<file path="src/rtl/csr_file.sv">
// Machine-mode CSR file for the three-stage pipeline. It holds the trap CSRs,
// samples the interrupt lines, runs the 64-bit cycle counter and produces a
// one-cycle PC redirect on interrupt entry and on mret.
module csr_file #(
  parameter int XLEN = 32
) (
  input  logic            clk,
  input  logic            reset,
  input  logic            csr_reg_rd,
  input  logic            csr_reg_wr,
  input  logic [11:0]     csr_addr,
  input  logic [1:0]      csr_op,
  input  logic [XLEN-1:0] csr_wdata,
  input  logic [XLEN-1:0] pc_mw,
  input  logic            is_mret,
  input  logic            timer_irq,
  input  logic            ext_irq,
  output logic [XLEN-1:0] csr_rdata,
  output logic            illegal_csr,
  output logic            epc_taken,
  output logic [XLEN-1:0] epc
);

  localparam logic [11:0] ADDR_MSTATUS = 12'h300;
  localparam logic [11:0] ADDR_MIE     = 12'h304;
  localparam logic [11:0] ADDR_MTVEC   = 12'h305;
  localparam logic [11:0] ADDR_MEPC    = 12'h341;
  localparam logic [11:0] ADDR_MCAUSE  = 12'h342;
  localparam logic [11:0] ADDR_MIP     = 12'h344;
  localparam logic [11:0] ADDR_MCYCLE  = 12'hB00;
  localparam logic [11:0] ADDR_MCYCLEH = 12'hB80;

  localparam logic [3:0] CAUSE_EXT   = 4'd11;
  localparam logic [3:0] CAUSE_TIMER = 4'd7;

  typedef enum logic [1:0] {
    OP_NONE = 2'b00,
    OP_RW   = 2'b01,
    OP_RS   = 2'b10,
    OP_RC   = 2'b11
  } csr_op_e;

  logic            mstatus_mie, mstatus_mpie;
  logic            mie_mtie, mie_meie;
  logic            mip_mtip, mip_meip;
  logic [XLEN-1:0] mtvec, mepc, mcause;
  logic [63:0]     cycle_q;

  logic            addr_hit;
  logic [XLEN-1:0] csr_old;
  logic [XLEN-1:0] wval;
  logic            wr_en;
  logic            irq_ext, irq_timer, take_irq;
  logic [3:0]      cause_code;
  logic [XLEN-1:0] trap_vec;

  // Address decode: current value of the selected CSR and whether it exists
  always_comb begin
    // NOTE: every output of a combinational block gets a default first so no path infers a latch.
    csr_old  = '0;
    addr_hit = 1'b1;
    case (csr_addr)
      ADDR_MSTATUS: begin
        csr_old[3] = mstatus_mie;
        csr_old[7] = mstatus_mpie;
      end
      ADDR_MIE: begin
        csr_old[7]  = mie_mtie;
        csr_old[11] = mie_meie;
      end
      ADDR_MTVEC:   csr_old = mtvec;
      ADDR_MEPC:    csr_old = mepc;
      ADDR_MCAUSE:  csr_old = mcause;
      ADDR_MIP: begin
        csr_old[7]  = mip_mtip;
        csr_old[11] = mip_meip;
      end
      ADDR_MCYCLE:  csr_old = cycle_q[31:0];
      ADDR_MCYCLEH: csr_old = cycle_q[63:32];
      default:      addr_hit = 1'b0;
    endcase
  end

  // Read port and illegal-address flag; both forced low while reset is held
  assign csr_rdata   = (csr_reg_rd && reset) ? csr_old : '0;
  assign illegal_csr = reset & (csr_reg_rd | csr_reg_wr) & ~addr_hit;

  // Read-modify-write value for the addressed CSR
  always_comb begin
    wval = csr_old;
    case (csr_op_e'(csr_op))
      OP_RW:   wval = csr_wdata;
      OP_RS:   wval = csr_old | csr_wdata;
      OP_RC:   wval = csr_old & ~csr_wdata;
      default: wval = csr_old;
    endcase
  end

  // Interrupt arbitration; external wins, mret defers entry by one cycle
  always_comb begin
    irq_ext    = mstatus_mie & mie_meie & mip_meip;
    irq_timer  = mstatus_mie & mie_mtie & mip_mtip;
    take_irq   = (irq_ext | irq_timer) & ~is_mret;
    cause_code = irq_ext ? CAUSE_EXT : CAUSE_TIMER;
    trap_vec   = mtvec & ~XLEN'(3);
    if (mtvec[1:0] == 2'b01) trap_vec = trap_vec + XLEN'({cause_code, 2'b00});
  end

  // An entry replays the MW instruction, so its CSR write is dropped
  assign wr_en = csr_reg_wr & (csr_op != OP_NONE) & ~take_irq;

  // Interrupt request lines sampled every cycle
  always_ff @(posedge clk or negedge reset) begin
    if (!reset) begin
      mip_mtip <= 1'b0;
      mip_meip <= 1'b0;
    end else begin
      // NOTE: sequential state uses non-blocking assignments so all registers see pre-edge values.
      mip_mtip <= timer_irq;
      mip_meip <= ext_irq;
    end
  end

  // Trap state: mstatus, mepc and mcause from entry, mret or a CSR write
  always_ff @(posedge clk or negedge reset) begin
    if (!reset) begin
      mstatus_mie  <= 1'b0;
      mstatus_mpie <= 1'b0;
      mepc         <= '0;
      mcause       <= '0;
    end else if (take_irq) begin
      mstatus_mpie <= mstatus_mie;
      mstatus_mie  <= 1'b0;
      mepc         <= pc_mw & ~XLEN'(3);
      mcause       <= {1'b1, {(XLEN-5){1'b0}}, cause_code};
    end else begin
      if (is_mret) begin
        mstatus_mie  <= mstatus_mpie;
        mstatus_mpie <= 1'b1;
      end else if (wr_en && csr_addr == ADDR_MSTATUS) begin
        mstatus_mie  <= wval[3];
        mstatus_mpie <= wval[7];
      end
      if (wr_en && csr_addr == ADDR_MEPC)   mepc   <= wval & ~XLEN'(3);
      if (wr_en && csr_addr == ADDR_MCAUSE) mcause <= wval;
    end
  end

  // Software-only CSRs: mie enables and the trap vector base
  always_ff @(posedge clk or negedge reset) begin
    if (!reset) begin
      mie_mtie <= 1'b0;
      mie_meie <= 1'b0;
      mtvec    <= '0;
    end else if (wr_en) begin
      if (csr_addr == ADDR_MIE) begin
        mie_mtie <= wval[7];
        mie_meie <= wval[11];
      end
      if (csr_addr == ADDR_MTVEC) mtvec <= wval;
    end
  end

  // 64-bit cycle counter; a write to either half replaces the increment
  always_ff @(posedge clk or negedge reset) begin
    if (!reset) begin
      cycle_q <= '0;
    end else if (wr_en && csr_addr == ADDR_MCYCLE) begin
      cycle_q[31:0] <= wval;
    end else if (wr_en && csr_addr == ADDR_MCYCLEH) begin
      cycle_q[63:32] <= wval;
    end else begin
      cycle_q <= cycle_q + 64'd1;
    end
  end

  // One-cycle PC redirect for interrupt entry or mret
  always_ff @(posedge clk or negedge reset) begin
    if (!reset) begin
      epc_taken <= 1'b0;
      epc       <= '0;
    end else begin
      epc_taken <= take_irq | is_mret;
      if (take_irq)     epc <= trap_vec;
      else if (is_mret) epc <= mepc;
      else              epc <= '0;
    end
  end

endmodule

</file>
<file path="config.mk">
export PLATFORM = sky130hd
export DESIGN_NAME = csr_file
export DESIGN_NICKNAME = d
export VERILOG_FILES = /design/src/rtl/csr_file.sv
export SDC_FILE = /design/constraint.sdc
export NUM_CORES = 1
export LEC_CHECK = 0
export CAP_MARGIN = 0
export CORE_MARGIN = 2
export CORE_UTILIZATION = 50
export CTS_CLUSTER_DIAMETER = 80
export CTS_CLUSTER_SIZE = 10
export DETAILED_ROUTE_END_ITERATION = 6
export PLACE_DENSITY_LB_ADDON = 0.25
export SLEW_MARGIN = 20
export SYNTH_ARGS = -nofsm -noshare
export SYNTH_HDL_FRONTEND = slang
export SYNTH_SLANG_ARGS = --single-unit
export TNS_END_PERCENT = 10
</file>
<file path="constraint.sdc">
create_clock -name clk -period 4.3 [get_ports clk]
set_clock_uncertainty 0.15 [all_clocks]
set_input_delay 0.43 -clock clk [delete_from_list [all_inputs] [get_ports clk]]
set_output_delay 0.43 -clock clk [all_outputs]
set_load 0.01 [all_outputs]
</file>
==> impl_results.md, run 1 <==
* Max_cap viols at 0
* Final Instance Area at 14400 um2
* Pleak at 5.64 nW
* CORE AREA at 23500 um2
* Tot Pwr at slightly above 4 mW
* Worst Path Arrival at 3.03 ns
* ANT nets after route at 0
* CP startpoint kind: input pin
* Async SR Flop Fraction at 100%
* Worst setup margin at around 0.69 ns
* Final min period at 3.61 ns
* Initial antenna violation count at 0
* Status: finished, violations left
* # hold bufs at CTS at 0
* Via density at 6.59
* Worst endpoint required time at around 3.7 ns
* Gpl congestion at 0.962
* Initial Utilization at 50.9%
* Maximum VDD drop at 0.000225 V
* Final setup viols at 0
* Post-CTS setup buffer count at 0
* Vias post-DR at 11804
* Layout area overhead at 20.2%
* Sequential element share of the synthesized area at 40.8%
* Number of flops mapped to enable cells by yosys at 0
* Power Density at 288 nW/um2
* Worst skew pair latency at 0.46 ns
* Routed wire length per instance at 24.1 um
* I/O pin count at 151
* CTS Root Cell: clkbuf_16
* Fin nets at 1548
* Worst slew pin tran at ~1.0 ns
* GRT Overall Usage at 34.9%
* CTS buffer count at 17
* Place WS at 0.739 ns
* Max frequency at 277 MHz
* Cell area after placement at 13700 um2
* Count of input and output buffers at 146
* Commonest non-fill, non-tap cells in the layout: dfrtp_1, nand2_1, clkdlybuf4s50_1, o21ai_0, nor2_1
* Pin count of the biggest net entering global routing at 77
* Clock Path Buffers at 2
* Chip Width at 159 um
* RSZ-0062 raised after global routing: false
* Worst path slowest cell: clkdlybuf4s50_1
* Crit-path max cell delay at 0.60 ns
* Initial drt markers at 1525
* Max Slew Vio Count at 0
* Synth Flop Type: dfrtp_1
* R2R cell count at 8
* Hold Path Class: input pin to asynchronous set/reset pin
* Gr ovfl total at 0
* Post-Syn Area at 11900 um2
* Remaining routing DRC violations at 0
* Final std cells w/o fill at between 1500 and 2000
* Commonest non-fill, non-tap cell in the layout: dfrtp_1
* Post-CTS sizing at 0
* Failing checks: hold timing
* Critical-path cell list: clkdlybuf4s50_1 -> nor4_2 -> buf_4 -> and2_1 -> buf_4 -> o2bb2ai_1 -> a21oi_1 -> nor2_1 -> clkdlybuf4s50_1
* Hold Slack at -0.0230 ns
* Hpwl dp at just over 30000 um
* Post-layout util at about 60%
* First-pass GRT wire length at 65700 um
* Vias in the first global route at about 11000
* Setup TNS at 0 ns
* Normalized max-slew margin at a little under a third
* Synth Area per Inst at around 9 um2
* Unique masters post-synth at 79
* Layout cells sized above 1 at 8.42%
* CTS tree: built
* Die Area at around 25000 um2
* CTS clk-pin slew, worst paths at around 0.090 ns
* WL final at 43200 um
* Die Ht at 159 um
* DP Cell Count at around 1800
* Syn Inst Count at around 1300
* Setup CP Type: input pin to primary output
* Final Cycle Share at 84.1%
* 1st-pass router iterations at 5
* ANT cells at 0
* #FFs+latches synth at 195
* CTS sink count at 195
* Rows at 56
* Warnings from Yosys at 0
* CTS H-tree depth at 4
* CP Capture Type: primary output
* Endpoints failing hold at 16
* Crit-path max FO at 15
==> worst paths after layout <==
kind / from / slack (ns) / to
hold reg to reg: mcause[14]$_DFFE_PN0P_ / 0.34 / mcause[14]$_DFFE_PN0P_
setup / recovery: csr_addr[3] / 0.69 / csr_rdata[12]
hold / removal: reset / -0.02 / mepc[4]$_DFFE_PN0P_
min in group clk: timer_irq / 0.27 / mip_mtip$_DFF_PN0_
setup reg to reg: mstatus_mie$_DFFE_PN0P_ / 1.28 / epc[31]$_DFF_PN0_
max in group asynchronous: reset / 2.36 / cycle_q[63]$_DFFE_PN0N_
==> sequential cells by signal, summed over array words and instances (netlist names) <==
signal / flops
cycle_q: 64
mie_meie: 1
mip_meip: 1
mtvec: 32
mstatus_mpie: 1
epc_taken: 1
mip_mtip: 1
mie_mtie: 1
mstatus_mie: 1
mepc: 30
epc: 30
mcause: 32
==> cell type report <==
class / instances / area (um2)
multi-input cells: 1035 / 6590
well taps: 319 / 399
fillers: 2037 / 9110
clock inverters: 15 / 198
inverters: 20 / 75.1
clock buffers: 17 / 425
flip-flops and latches: 195 / 4880
repair buffers: 190 / 1800
==> kinds of logic after synthesis <==
logic type | count (synthesis) | synth area share (%)
AO/OA/AOI/OAI | 460 | 26.1
XOR/XNOR | 68 | 4.99
adder cells (fa/ha/maj) | 4 | 0.419
buffers and inverters | 119 | 4.22
flip-flops | 195 | 40.8
multiplexers | 54 | 4.70
other | 1 | 0.0314
AND/OR/NAND/NOR | 447 | 18.7
==> report_power, final <==
| part | total, mW | switching, mW | internal, mW |
|---|---|---|---|
| Sequential | 1.96 | 0.0787 | 1.88 |
| Clock | 1.68 | 0.878 | 0.804 |
| Combinational | 0.486 | 0.287 | 0.199 |
| Total | 4.13 | 1.24 | 2.89 |
==> worst max-delay path: cells and delay by family <==
family | cells | cell delay [ns]
buf+inv | 4 | 1.55
simple gates | 3 | 0.70
compound gates | 2 | 0.34
==> per-layer routing <==
layer / GRT usage [%] / wire (um)
met5: 0 / 0
met4: 12.4 / 1270
met3: 7.38 / 4490
met2: 54.0 / 19800
met1: 48.5 / 17700
==> cell usage after synthesis (10+ instances only) <==
| cell | number | area (um2) |
|---|---|---|
| a211oi_1 | 20 | 150 |
| a21o_1 | 10 | 75.1 |
| a21oi_1 | 88 | 440 |
| a221oi_1 | 12 | 105 |
| a22o_1 | 34 | 298 |
| a22oi_1 | 59 | 443 |
| and3_1 | 21 | 131 |
| and4_1 | 11 | 96.3 |
| buf_2 | 26 | 130 |
| clkbuf_1 | 61 | 229 |
| dfrtp_1 | 195 | 4880 |
| inv_1 | 19 | 71.3 |
| mux2_2 | 17 | 191 |
| mux2i_1 | 37 | 370 |
| nand2_1 | 151 | 567 |
| nand3_1 | 46 | 230 |
| nand4_1 | 18 | 113 |
| nor2_1 | 96 | 360 |
| nor3_1 | 24 | 120 |
| nor4_1 | 14 | 87.6 |
| o21ai_0 | 111 | 556 |
| o22ai_1 | 15 | 93.8 |
| o2bb2ai_1 | 49 | 429 |
| xnor2_1 | 50 | 438 |
| xor2_1 | 18 | 158 |
(Power assumes the default switching activity.)
==> run 2, diff against run 1 <==
Clock period 4.3 ns to 3.4 ns, I/O delays scaled along.
==> impl_results.md, run 2 (synthesized netlist as in run 1, its figures left out) <==
* Normalized max-slew margin at 30.4%
* Crit-path max FO at 22
* Hold Path Class: input pin to asynchronous set/reset pin
* Routed wire length per instance at ~23 um
* Final Cycle Share at 98.1%
* CP startpoint kind: input pin
* Seq pwr share at 47.2%
* Initial drt markers at 1360
* Logic gate share of total power at 12.4%
* Multi-input gate area at 6610 um2
* Crit path top cell by count: clkdlybuf4s50_1
* CP Capture Type: primary output
* Die Area at 25100 um2
* GRT Overall Usage at between 30% and 40%
* Post-layout util at a little over three fifths
* CTS buffer count at 17
* I/O pin count at 151
* CTS tree: built
* Chip Width at 159 um
* Power Density at ~360 nW/um2
* P_int at 3.68 mW
* Initial Utilization at 50.9%
* DP Cell Count at 1805
* Via density at 6.49
* Final std cells w/o fill at approximately 1800
* Final min period at 3.34 ns
* Crit-path max cell delay at 0.60 ns
* Endpoints failing hold at 0
* Vias in the first global route at between 10000 and 15000
* First-pass GRT wire length at 65300 um
* Setup TNS at 0 ns
* Register area at 4880 um2
* WL final at 42900 um
* Setup CP Type: input pin to primary output
* Worst r2r dst: epc[31]$_DFF_PN0_
* R2R cell count at 9
* CTS Root Cell: clkbuf_16
* RSZ-0062 raised after global routing: false
* Max_cap viols at 0
* Pleak at 5.91 nW
* Met1 GRT Util at 48.8%
* Commonest non-fill, non-tap cells in the layout: dfrtp_1, nand2_1, clkdlybuf4s50_1, o21ai_0, nor2_1
* Rows at 56
* 1st-pass router iterations at 6
* ANT cells at 0
* Biggest register: cycle_q
* Hpwl dp at 31100 um
* Remaining routing DRC violations at 0
* Gr busiest metal: met2
* Clock Path Buffers at 2
* R2R Path Start: mstatus_mie$_DFFE_PN0P_
* Max Slew Vio Count at 0
* CTS sink count at just under 200
* CORE AREA at 23500 um2
* Initial antenna violation count at 0
* Max reg flops at 64
* Die Ht at 159 um
* Worst skew pair latency at between 0.4 and 0.5 ns
* Worst path slowest cell: clkdlybuf4s50_1
* Worst Path Arrival at between 2 and 3 ns
* Commonest non-fill, non-tap cell in the layout: dfrtp_1
* Max frequency at 300 MHz
* Layout area overhead at 24.0%
* Vias post-DR at approximately 12000
* Gpl congestion at 1.02
* Met3 usage in global routing at 8.41%
* Gr ovfl total at 0
* Final setup viols at 0
* Status: completed
* Fin nets at 1595
* Top flop regs: cycle_q (64), mcause (32), mtvec (32)
* ANT nets after route at 0
* Switch Pwr at 1.58 mW
* Fillers at about 2000
* CTS clk-pin slew, worst paths at 0.09 ns
* Clock share of power at 40.4%
* Worst slew pin tran at 1.04 ns
* Switching share of power at 30.1%
* Critical-path cell list: clkdlybuf4s50_1 -> nor4_2 -> and2_2 -> buf_12 -> o2bb2ai_1 -> a21oi_1 -> nor2_1 -> clkdlybuf4s50_1
* Layout cells sized above 1 at 11.4%
* Pin count of the biggest net entering global routing at 70
* Count of input and output buffers at 146
* Maximum VDD drop at 0.000294 V
* Worst endpoint required time at 2.91 ns
* CTS H-tree depth at 4
* GR Util met2 at 52.4%
* Reg2Reg Setup Slack at 0.59 ns
==> run 2: cell count changes in the layout (fill, tap and decap cells not counted), sizes merged <==
cell	before	now
buf	46	92
dlygate4sd3	0	1
clkinv	8	7
clkdlybuf4s50	143	142
dlymetal6s2s	0	1
inv	27	28
==> run 2: area by class of cell <==
class	count	share of cell area [%]
sequential	195	33.0
inverter	20	0.507
clock inverter	15	1.30
timing repair buffer	237	15.1
tap	319	2.70
multi-input combinational	1035	44.6
clock buffer	17	2.87
==> run 2: what timing repair did <==
item	in CTS	in global routing
setup buffers	0	0
endpoints found under the hold margin	26	0
gates resized for setup	0	6
setup endpoints to repair	0	8
hold buffers	1	0
==> run 2: worst max-delay path: cells and delay by family <==
kind	cells	cell delay, ns
AO/OA/AOI/OAI	2	0.35
buffers and inverters	3	1.27
AND/OR/NAND/NOR	3	0.89
==> run 2: worst max path at each step <==
stage                start                 endpoint  slack, ns  cells after the start
6_report       csr_addr[5]            csr_rdata[12]       0.06                      8
5_1_grt        csr_addr[5]            csr_rdata[12]       0.03                      8
4_1_cts        csr_addr[3]            csr_rdata[11]       0.04                      7
3_5_place_dp   csr_addr[3]            csr_rdata[11]       0.05                      7
3_3_place_gp   csr_addr[3]            csr_rdata[11]       0.06                      7
2_1_floorplan    csr_op[1]  cycle_q[55]$_DFFE_PN0N_       1.11                      7
==> run 2: power by group through the flow <==
stage	Sequential (mW)	Clock, mW	Combinational, mW
global route	2.50	2.23	0.696
global placement	2.52	0	0.625
finish	2.48	2.12	0.650
floorplan	2.48	0	0.328
CTS	2.48	2.13	0.637
detailed placement	2.52	0	0.632
==> run 2: per-layer routing <==
metal	wire length, um	up-vias
li1	-	5361
met1	17800	5809
met2	19400	682
met3	4620	78
met4	1170	0
met5	0	-
==> run 2: per-stage QoR <==
| stage | area [um2] | hold WS (ns) | total power, mW | worst slack (ns) |
|---|---|---|---|---|
| after floorplan | 12000 | -0.106 | 2.81 | 1.11 |
| after global placement | 14200 | 0.0944 | 3.14 | 0.0565 |
| after detailed placement | 14200 | 0.0983 | 3.16 | 0.0453 |
| after CTS | 14800 | 0.178 | 5.24 | 0.0354 |
| after global routing | 14800 | 0.176 | 5.42 | 0.0288 |
| final | 14800 | 0.185 | 5.26 | 0.0646 |
